`src/rtl/control_fsm.sv`:
```
// control_fsm: accumulator-machine sequencer (fetch, decode, memory/ALU execute, multi-cycle multiply).
module control_fsm #(
   parameter int DATA_W     = 32,
   parameter int OPC_W      = 4,
   parameter int MUL_CYCLES = 3
) (
   input  logic              clk,
   input  logic              rst,
   input  logic              start,
   input  logic [OPC_W-1:0]  opcode,
   input  logic [DATA_W-1:0] acc,
   input  logic              mem_ready,
   output logic              mem_rd,
   output logic              mem_wr,
   output logic              ir_load,
   output logic              pc_inc,
   output logic              pc_load,
   output logic              acc_load,
   output logic [2:0]        alu_op,
   output logic              busy,
   output logic              halted,
   output logic              illegal
);
   typedef enum logic [2:0] {IDLE, FETCH, DECODE, EXEC, MUL_WAIT, HALT} state_t;
   localparam int CW = $clog2(MUL_CYCLES + 1);
   localparam logic [3:0] OP_NOP  = 4'd0;
   localparam logic [3:0] OP_LOAD = 4'd1;
   localparam logic [3:0] OP_SET  = 4'd2;
   localparam logic [3:0] OP_ADD  = 4'd3;
   localparam logic [3:0] OP_MULT = 4'd4;
   localparam logic [3:0] OP_JNZ  = 4'd5;
   localparam logic [3:0] OP_JZ   = 4'd6;
   localparam logic [3:0] OP_JMP  = 4'd7;
   localparam logic [3:0] OP_SUB  = 4'd8;
   state_t          state, next;
   logic [3:0]      op, dec_op;
   logic [CW-1:0]   cnt;
   logic            bad, acc_zero, is_jump;
   function automatic logic [2:0] alu_map(input logic [3:0] o);
      return (o == OP_LOAD) ? 3'd1 : (o == OP_ADD) ? 3'd2 : (o == OP_MULT) ? 3'd3 :
             (o == OP_SUB) ? 3'd4 : 3'd0;
   endfunction
   // Anything above 8, including any set upper opcode bit, decodes as NOP-like illegal.
   assign bad      = opcode > OPC_W'(8);
   assign dec_op   = bad ? OP_NOP : opcode[3:0];
   assign acc_zero = acc == '0;
   assign is_jump  = dec_op == OP_JNZ || dec_op == OP_JZ || dec_op == OP_JMP;
   always_comb begin
      next = state;
      case (state)
         IDLE:     next = start ? FETCH : IDLE;
         FETCH:    next = mem_ready ? DECODE : FETCH;
         DECODE:   next = (dec_op == OP_NOP) ? HALT : is_jump ? FETCH : EXEC;
         EXEC:     next = !mem_ready ? EXEC : (op == OP_MULT) ? MUL_WAIT : FETCH;
         MUL_WAIT: next = (cnt == '0) ? FETCH : MUL_WAIT;
         HALT:     next = start ? FETCH : HALT;
         default:  next = IDLE;
      endcase
   end
   assign mem_rd   = state == FETCH || (state == EXEC && op != OP_SET);
   assign mem_wr   = state == EXEC && op == OP_SET;
   assign ir_load  = state == FETCH && mem_ready;
   assign pc_inc   = state == FETCH && mem_ready;
   assign pc_load  = state == DECODE && (dec_op == OP_JMP || (dec_op == OP_JNZ && !acc_zero) ||
                                         (dec_op == OP_JZ && acc_zero));
   assign acc_load = (state == EXEC && mem_ready && (op == OP_LOAD || op == OP_ADD || op == OP_SUB)) ||
                     (state == MUL_WAIT && cnt == '0);
   assign alu_op   = (state == DECODE) ? alu_map(dec_op) :
                     (state == EXEC || state == MUL_WAIT) ? alu_map(op) : 3'd0;
   assign busy     = state != IDLE && state != HALT;
   assign halted   = state == HALT;
   always_ff @(posedge clk or posedge rst) begin
      if (rst) begin
         state   <= IDLE;
         op      <= OP_NOP;
         cnt     <= '0;
         illegal <= 1'b0;
      end else begin
         state <= next;
         if (state == DECODE) begin
            op      <= dec_op;
            illegal <= illegal | bad;
         end
         if (state == EXEC && mem_ready && op == OP_MULT)
            cnt <= CW'(MUL_CYCLES - 1);
         else if (state == MUL_WAIT && cnt != '0)
            cnt <= cnt - 1'b1;
      end
   end
endmodule

```
`config.mk`:
```
export PLATFORM = sky130hd
export DESIGN_NAME = control_fsm
export DESIGN_NICKNAME = d
export VERILOG_FILES = /design/src/rtl/control_fsm.sv
export SDC_FILE = /design/constraint.sdc
export NUM_CORES = 1
export LEC_CHECK = 0
export ABC_AREA = 1
export BUFFER_PORTS_ARGS = -buffer_cell sky130_fd_sc_hd__buf_2
export CORE_ASPECT_RATIO = 1.25
export CORE_UTILIZATION = 38
export DETAILED_ROUTE_END_ITERATION = 8
export PLACE_DENSITY = 0.83
export SLEW_MARGIN = 20
export SYNTH_ARGS = -nofsm -noshare
export SYNTH_HDL_FRONTEND = slang
export SYNTH_SLANG_ARGS = --single-unit
```
`constraint.sdc`:
```
create_clock -name clk -period 1.4 [get_ports clk]
set_input_delay 0.42 -clock clk [delete_from_list [all_inputs] [get_ports clk]]
set_output_delay 0.42 -clock clk [all_outputs]
set_load 0.005 [all_outputs]
```
==> metrics.md, run 1 <==
| Metric | Value |
|---|---|
| H-tree levels | 1 |
| # DRC | 0 |
| Max_cap viols | 0 |
| Core Rows | 18 |
| Largest net degree at the start of global routing | 11 |
| Syn Inst Count | between 100 and 150 |
| Final worst-path cycle share | 129% |
| Failing checks | setup timing |
| Starting Density | 41.7% |
| Die H | 54.7 um |
| Setup-failing EPs final | 11 |
| Total GRT Usage | 23.5% |
| Wire per inst | about 11 um |
| Yosys reg bits | 10 |
| Maximum clock frequency | about 560 MHz |
| Crit end category | output pin |
| Slowest-stage cell, CP | dfrtp_2 |
| Mapped cell area | ~840 um^2 |
| Pwr/cell area | approximately 1600 nW/um^2 |
| Worst slew pin tran | between 0.3 and 0.4 ns |
| Remaining global-route overflow | 0 |
| Pleak | roughly 0.00082 uW |
| Vias per inst | ~5 |
| Clock sinks | 10 |
| CTS Buf Count | 3 |
| RSZ-0062 raised after global routing | yes |
| Startpoint types | register |
| DP HPWL | around 2.2 mm |
| Drt first pass iters | 6 |
| Initial antenna violation count | 0 |
| Ant. Diodes | 0 |
| VDD IR max | roughly 0.93 mV |
| Worst Clk Skew | about 0.0018 ns |
| Hold-fix buffers, CTS | 0 |
| Yosys cell types | 23 |
| Setup WS pre-CTS | -0.297 ns |
| Synthesis Warnings | 0 |
| Status | complete, but fails checks |
| Final Cell Area | approximately 1500 um^2 |
| Clock Pin Slew Worst Setup and Hold Paths | roughly 0.06 ns |
| Crit path time final | about 1.8 ns |
| CTS max path bufs | 2 |
| Nets | ~270 |
| Crit path kind | register to output pin |
| Max FO, Critical Path | 5 |
| Syn avg cell area | a little over 6 um^2 |
| Area after DPL | roughly 1400 um^2 |
| Core area | ~2000 um^2 |
| Synth Net Count | 178 |
| Die area | around 2400 um^2 |
| Number of global-route vias before repair | 1,043 |
| Slew headroom | ~75% |
| First-pass GRT wire length | between 4 and 5 mm |
| Critical Path AT | ~1.4 ns |
| Port Buffer Count | 51 |
| Post-synthesis sequential area ratio | between 20 and 30% |
| Clk root buf | clkbuf_4 |
| Worst hold path class | input port to asynchronous set/reset pin |
| Final ANT Viol Nets | 0 |
| Reg2reg path depth | 7 |
| CP Cell Sequence | nor3_4 > buf_6 > nand2_4 > a21oi_2 > buf_2 |
| Final WS setup | -0.399 ns |
| # IOs | 52 |
| Req. time, crit path | a little under 1 ns |
| Detailed Route Iter0 Violations | 29 |
| DR vias | roughly 1.2k |
| Final Hold Vio Count | 0 |
| CTS tree | built |
| Share of layout cells above drive strength 1 | a little over half |
| Placer's final routability congestion estimate | approximately 0.85 |
| Final Max Slew Viols | 0 |
| Skew-Pair Late Insertion Delay | approximately 0.26 ns |
| Area delta synth->final | 75.7% |
| Slowest Stage Delay on Critical Path | 0.44 ns |
| Final WL | around 2.7 mm |
| Die width | approximately 44 um |
## metal layers
metal | GRT usage (%) | vias to the layer above | wire length, um
met2 | 46.8 | 64 | 1450
li1 | - | 609 | -
met5 | 0 | - | 0
met3 | 3.63 | 10 | 195
met1 | 23.6 | 506 | 957
met4 | 10.1 | 0 | 61
## critical path, delay by kind of cell (launching register included)
kind / cells / cell delay [ns]
compound gates: 1 / 0.08
flops: 1 / 0.44
buf+inv: 2 / 0.27
simple gates: 2 / 0.32
## timing repair
| item | CTS | global route |
|---|---|---|
| endpoints found under the setup margin | 11 | 13 |
| gates cloned | 0 | 0 |
| gates resized for setup | 13 | 16 |
| pin swaps | 2 | 3 |
| setup buffers | 3 | 2 |
## sequential cells by signal (all words and copies together), names as in the netlist
register,count
illegal,1
cnt,2
state,3
op,4
## metrics by stage
| step | power [uW] | hold WS (ns) | utilization (%) | std cells | setup TNS [ns] |
|---|---|---|---|---|---|
| 2_1_floorplan | 1210 | 0.260 | - | 137 | -0.0247 |
| 3_3_place_gp | 1850 | 0.413 | 66.7 | 236 | -0.985 |
| 3_5_place_dp | 1910 | 0.418 | 66.7 | 236 | -1.15 |
| 4_1_cts | 2270 | 0.129 | 70.6 | 242 | -3.51 |
| 5_1_grt | 2640 | 0.147 | 73.2 | 243 | -4.12 |
| 6_report | 2430 | 0.120 | 73.2 | 243 | -3.33 |
## path summary, 6_finish.rpt
kind / slack (ns) / endpoint / start
worst max-delay path: -0.40 / pc_load / state[0]$_DFF_PP0_
worst min-delay path: 0.12 / op[1]$_DFFE_PP0P_ / rst
worst max register to register: 0.07 / cnt[0]$_DFFE_PP0P_ / state[2]$_DFF_PP0_
worst min register to register: 0.48 / cnt[0]$_DFFE_PP0P_ / cnt[0]$_DFFE_PP0P_
max in group asynchronous: 0.99 / state[0]$_DFF_PP0_ / rst
min in group clk: 0.42 / state[2]$_DFF_PP0_ / start
## cell families (layout without fill, tap and decap cells)
logic type,count (synthesis),count (layout),share of synthesized area [%]
AOI/OAI and AO/OA,21,21,13.8
buffers and inverters,24,110,12.0
adders and majority gates,1,1,1.48
DFF,10,10,29.6
and+or+nand+nor,81,81,43.1
## final cells by class
cell class	instances	area [um^2]
fill	178	543
clock buffer	3	22.5
tap	20	25.0
multi-input combinational	103	572
timing repair buffer	85	529
sequential	10	253
inverter	22	82.6
## synthesized netlist by cell type
master	n	area, um^2
a21oi_1	3	15.0
nand2_2	1	6.26
o21ai_1	2	10.0
nand3_1	8	40.0
ha_1	1	12.5
nand4_1	1	6.26
buf_4	1	7.51
o21ai_0	13	65.1
inv_1	21	78.8
buf_6	1	11.3
a31o_2	1	8.76
nor4_1	1	6.26
o2111ai_1	1	8.76
inv_2	1	3.75
dfrtp_1	10	250
nand2_1	27	101
nor2_2	1	6.26
nor2_4	1	11.3
nor3_4	2	32.5
nor2_1	35	131
nor3_1	3	15.0
o221ai_1	1	8.76
nor3b_1	1	7.51
## where the power goes
group | total (uW) | switching, uW | internal, uW
registers | 564 | 128 | 436
logic | 1670 | 797 | 876
clock network | 190 | 91.4 | 99.0
## cell usage in the layout, fill, tap and decap left out, drive strengths merged
cell / count
buf: 85
nor2: 37
nand2: 28
inv: 22
o21ai: 15
dfrtp: 10
nand3: 8
nor3: 5
clkbuf: 3
a21oi: 3
nor3b: 1
o2111ai: 1
o221ai: 1
nor4: 1
nand4: 1
a31o: 1
ha: 1
Power figures use the tool's default switching activity.
==> run 2: changes to the inputs <==
Settings changed: CORE_UTILIZATION 38 to 45, PLACE_DENSITY 0.83 to 0.91.
Clock period 1.4 ns to 2.2 ns, I/O delays scaled along.
==> metrics.md, run 2 (synthesized netlist as in run 1, its figures left out) <==
| Metric | Value |
|---|---|
| Slowest-stage cell, CP | dfrtp_1 |
| Commonest non-fill, non-tap cell in the layout | buf_2 |
| Pleak | ~0.00069 uW |
| DR vias | 1,109 |
| Worst hold path class | input port to asynchronous set/reset pin |
| Crit path kind | register to output pin |
| Ant. Diodes | 0 |
| Die H | 50.4 um |
| GR Util met2 | 44.2% |
| Die area | slightly above 2000 um^2 |
| H-tree levels | 1 |
| Drt first pass iters | 6 |
| Met1 Usage GRT | 22.7% |
| VDD IR max | 0.442 mV |
| Crit path time final | between 2 and 2.5 ns |
| Crit. Startpoint | state[1]$_DFF_PP0_ |
| Port Buffer Count | about 50 |
| # IOs | 52 |
| Largest reg by FF count | op |
| # DRC | 2 |
| Number of flip-flops in the largest register | 4 |
| Final Max Slew Viols | 0 |
| CTS tree | built |
| Skew-Pair Late Insertion Delay | ~0.26 ns |
| Final worst-path cycle share | roughly 99% |
| Setup_tns | 0 ns |
| Worst Clk Skew | between 0.003 and 0.004 ns |
| Number of global-route vias before repair | 961 |
| Worst r2r src | state[1]$_DFF_PP0_ |
| Core area | about 1800 um^2 |
| Nets | about 240 |
| Commonest cells after routing, fill and taps aside | buf_2, nor2_1, nand2_1 |
| Final WL | between 2 and 2.5 mm |
| Fin Hold WS | 0.362 ns |
| Final ANT Viol Nets | 0 |
| Slowest Stage Delay on Critical Path | 0.45 ns |
| Reg area | roughly 250 um^2 |
| RSZ-0062 raised after global routing | yes |
| Req. time, crit path | 1.54 ns |
| CP Cell Sequence | inv_2 > nor3_4 > o21ai_1 > o21ai_1 > buf_2 |
| Registers with the most flip-flops | op x4, state x3, cnt x2 |
| GR peak layer | met2 |
| Clock Pin Slew Worst Setup and Hold Paths | 0.06 ns |
| Status | complete, but fails checks |
| Fillers | between 150 and 200 |
| Area delta synth->final | 47.3% |
| Slew headroom | 74.1% |
| CTS max path bufs | 2 |
| Clk root buf | clkbuf_4 |
| Failing checks | DRC |
| Final Hold Vio Count | 0 |
| Layout Utilization | between 70% and 80% |
| Crit end category | output pin |
| Total GRT Usage | 23.5% |
| Area of the multi-input gates | 518 um^2 |
| Met3 usage in global routing | under 10% |
| Maximum clock frequency | 461 MHz |
| First-pass GRT wire length | between 3 and 4 mm |
| Max FO, Critical Path | 7 |
| Clock sinks | 10 |
| CTS Buf Count | 3 |
| Largest net degree at the start of global routing | 11 |
| Remaining global-route overflow | 0 |
| Core Rows | 17 |
| Max_cap viols | 0 |
| Vias per inst | between 5 and 6 |
| Share of layout cells above drive strength 1 | approximately two fifths |
| Startpoint types | register |
| Starting Density | around 48% |
| Critical Path AT | ~1.5 ns |
| Setup-failing EPs final | 0 |
| Detailed Route Iter0 Violations | 20 |
| Worst slew pin tran | between 0.3 and 0.4 ns |
| DP HPWL | about 1.9 mm |
| Wire per inst | 10.5 um |
| Die width | roughly 41 um |
| Most common cell on crit path | o21ai_1 |
| Initial antenna violation count | 0 |
| Placer's final routability congestion estimate | ~0.84 |
| Pwr/cell area | 929 nW/um^2 |
## run 2: where the power goes
group / switching [uW] / total [uW] / leakage (uW) / internal, uW
Sequential: 103 / 377 / 0.000123 / 275
Clock: 58.9 / 122 / 0.0000138 / 63.1
Combinational: 364 / 656 / 0.000555 / 292
## run 2: cell type report
type,instances,area share (%)
timing repair buffer,63,27.8
tap,19,1.91
clock buffer,3,1.81
inverter,22,6.64
multi-input combinational,103,41.7
sequential,10,20.2
## run 2: worst max-delay path, delay by kind of cell (launching register included)
family | cells | cell delay (ns)
flip-flops | 1 | 0.45
AND/OR/NAND/NOR | 1 | 0.32
AO/OA/AOI/OAI | 2 | 0.26
buffers and inverters | 2 | 0.21
## run 2: final timing paths
| check | slack, ns | end | depth (start not counted) |
|---|---|---|---|
| worst min register to register | 0.47 | illegal$_DFFE_PP0P_ | 1 |
| max in group asynchronous | 1.54 | state[0]$_DFF_PP0_ | 2 |
| worst max register to register | 0.78 | state[0]$_DFF_PP0_ | 6 |
| min in group clk | 0.47 | illegal$_DFFE_PP0P_ | 1 |
| worst max-delay path | 0.03 | alu_op[1] | 5 |
| worst min-delay path | 0.36 | state[1]$_DFF_PP0_ | 2 |
## run 2: routing by layer
layer	part of all wire [%]	wire length, um
met1	37	854
met2	56	1280
met3	6.0	138
met4	1.1	25
met5	0	0
## run 2: per-stage QoR
stage,power (uW),instance area [um^2],setup WS [ns],cells
4_1_cts,1090,1190,0.00471,216
3_5_place_dp,949,1160,-0.0138,212
5_1_grt,1270,1240,-0.0344,220
6_report,1160,1240,0.0316,220
3_3_place_gp,907,1160,0.0475,212
2_1_floorplan,751,845,0.300,137
## run 2: timing repair
action,CTS,global route
setup endpoints to repair,2,4
hold buffers,0,0
gates resized for setup,1,12
pin swaps,1,6
setup buffers,1,4
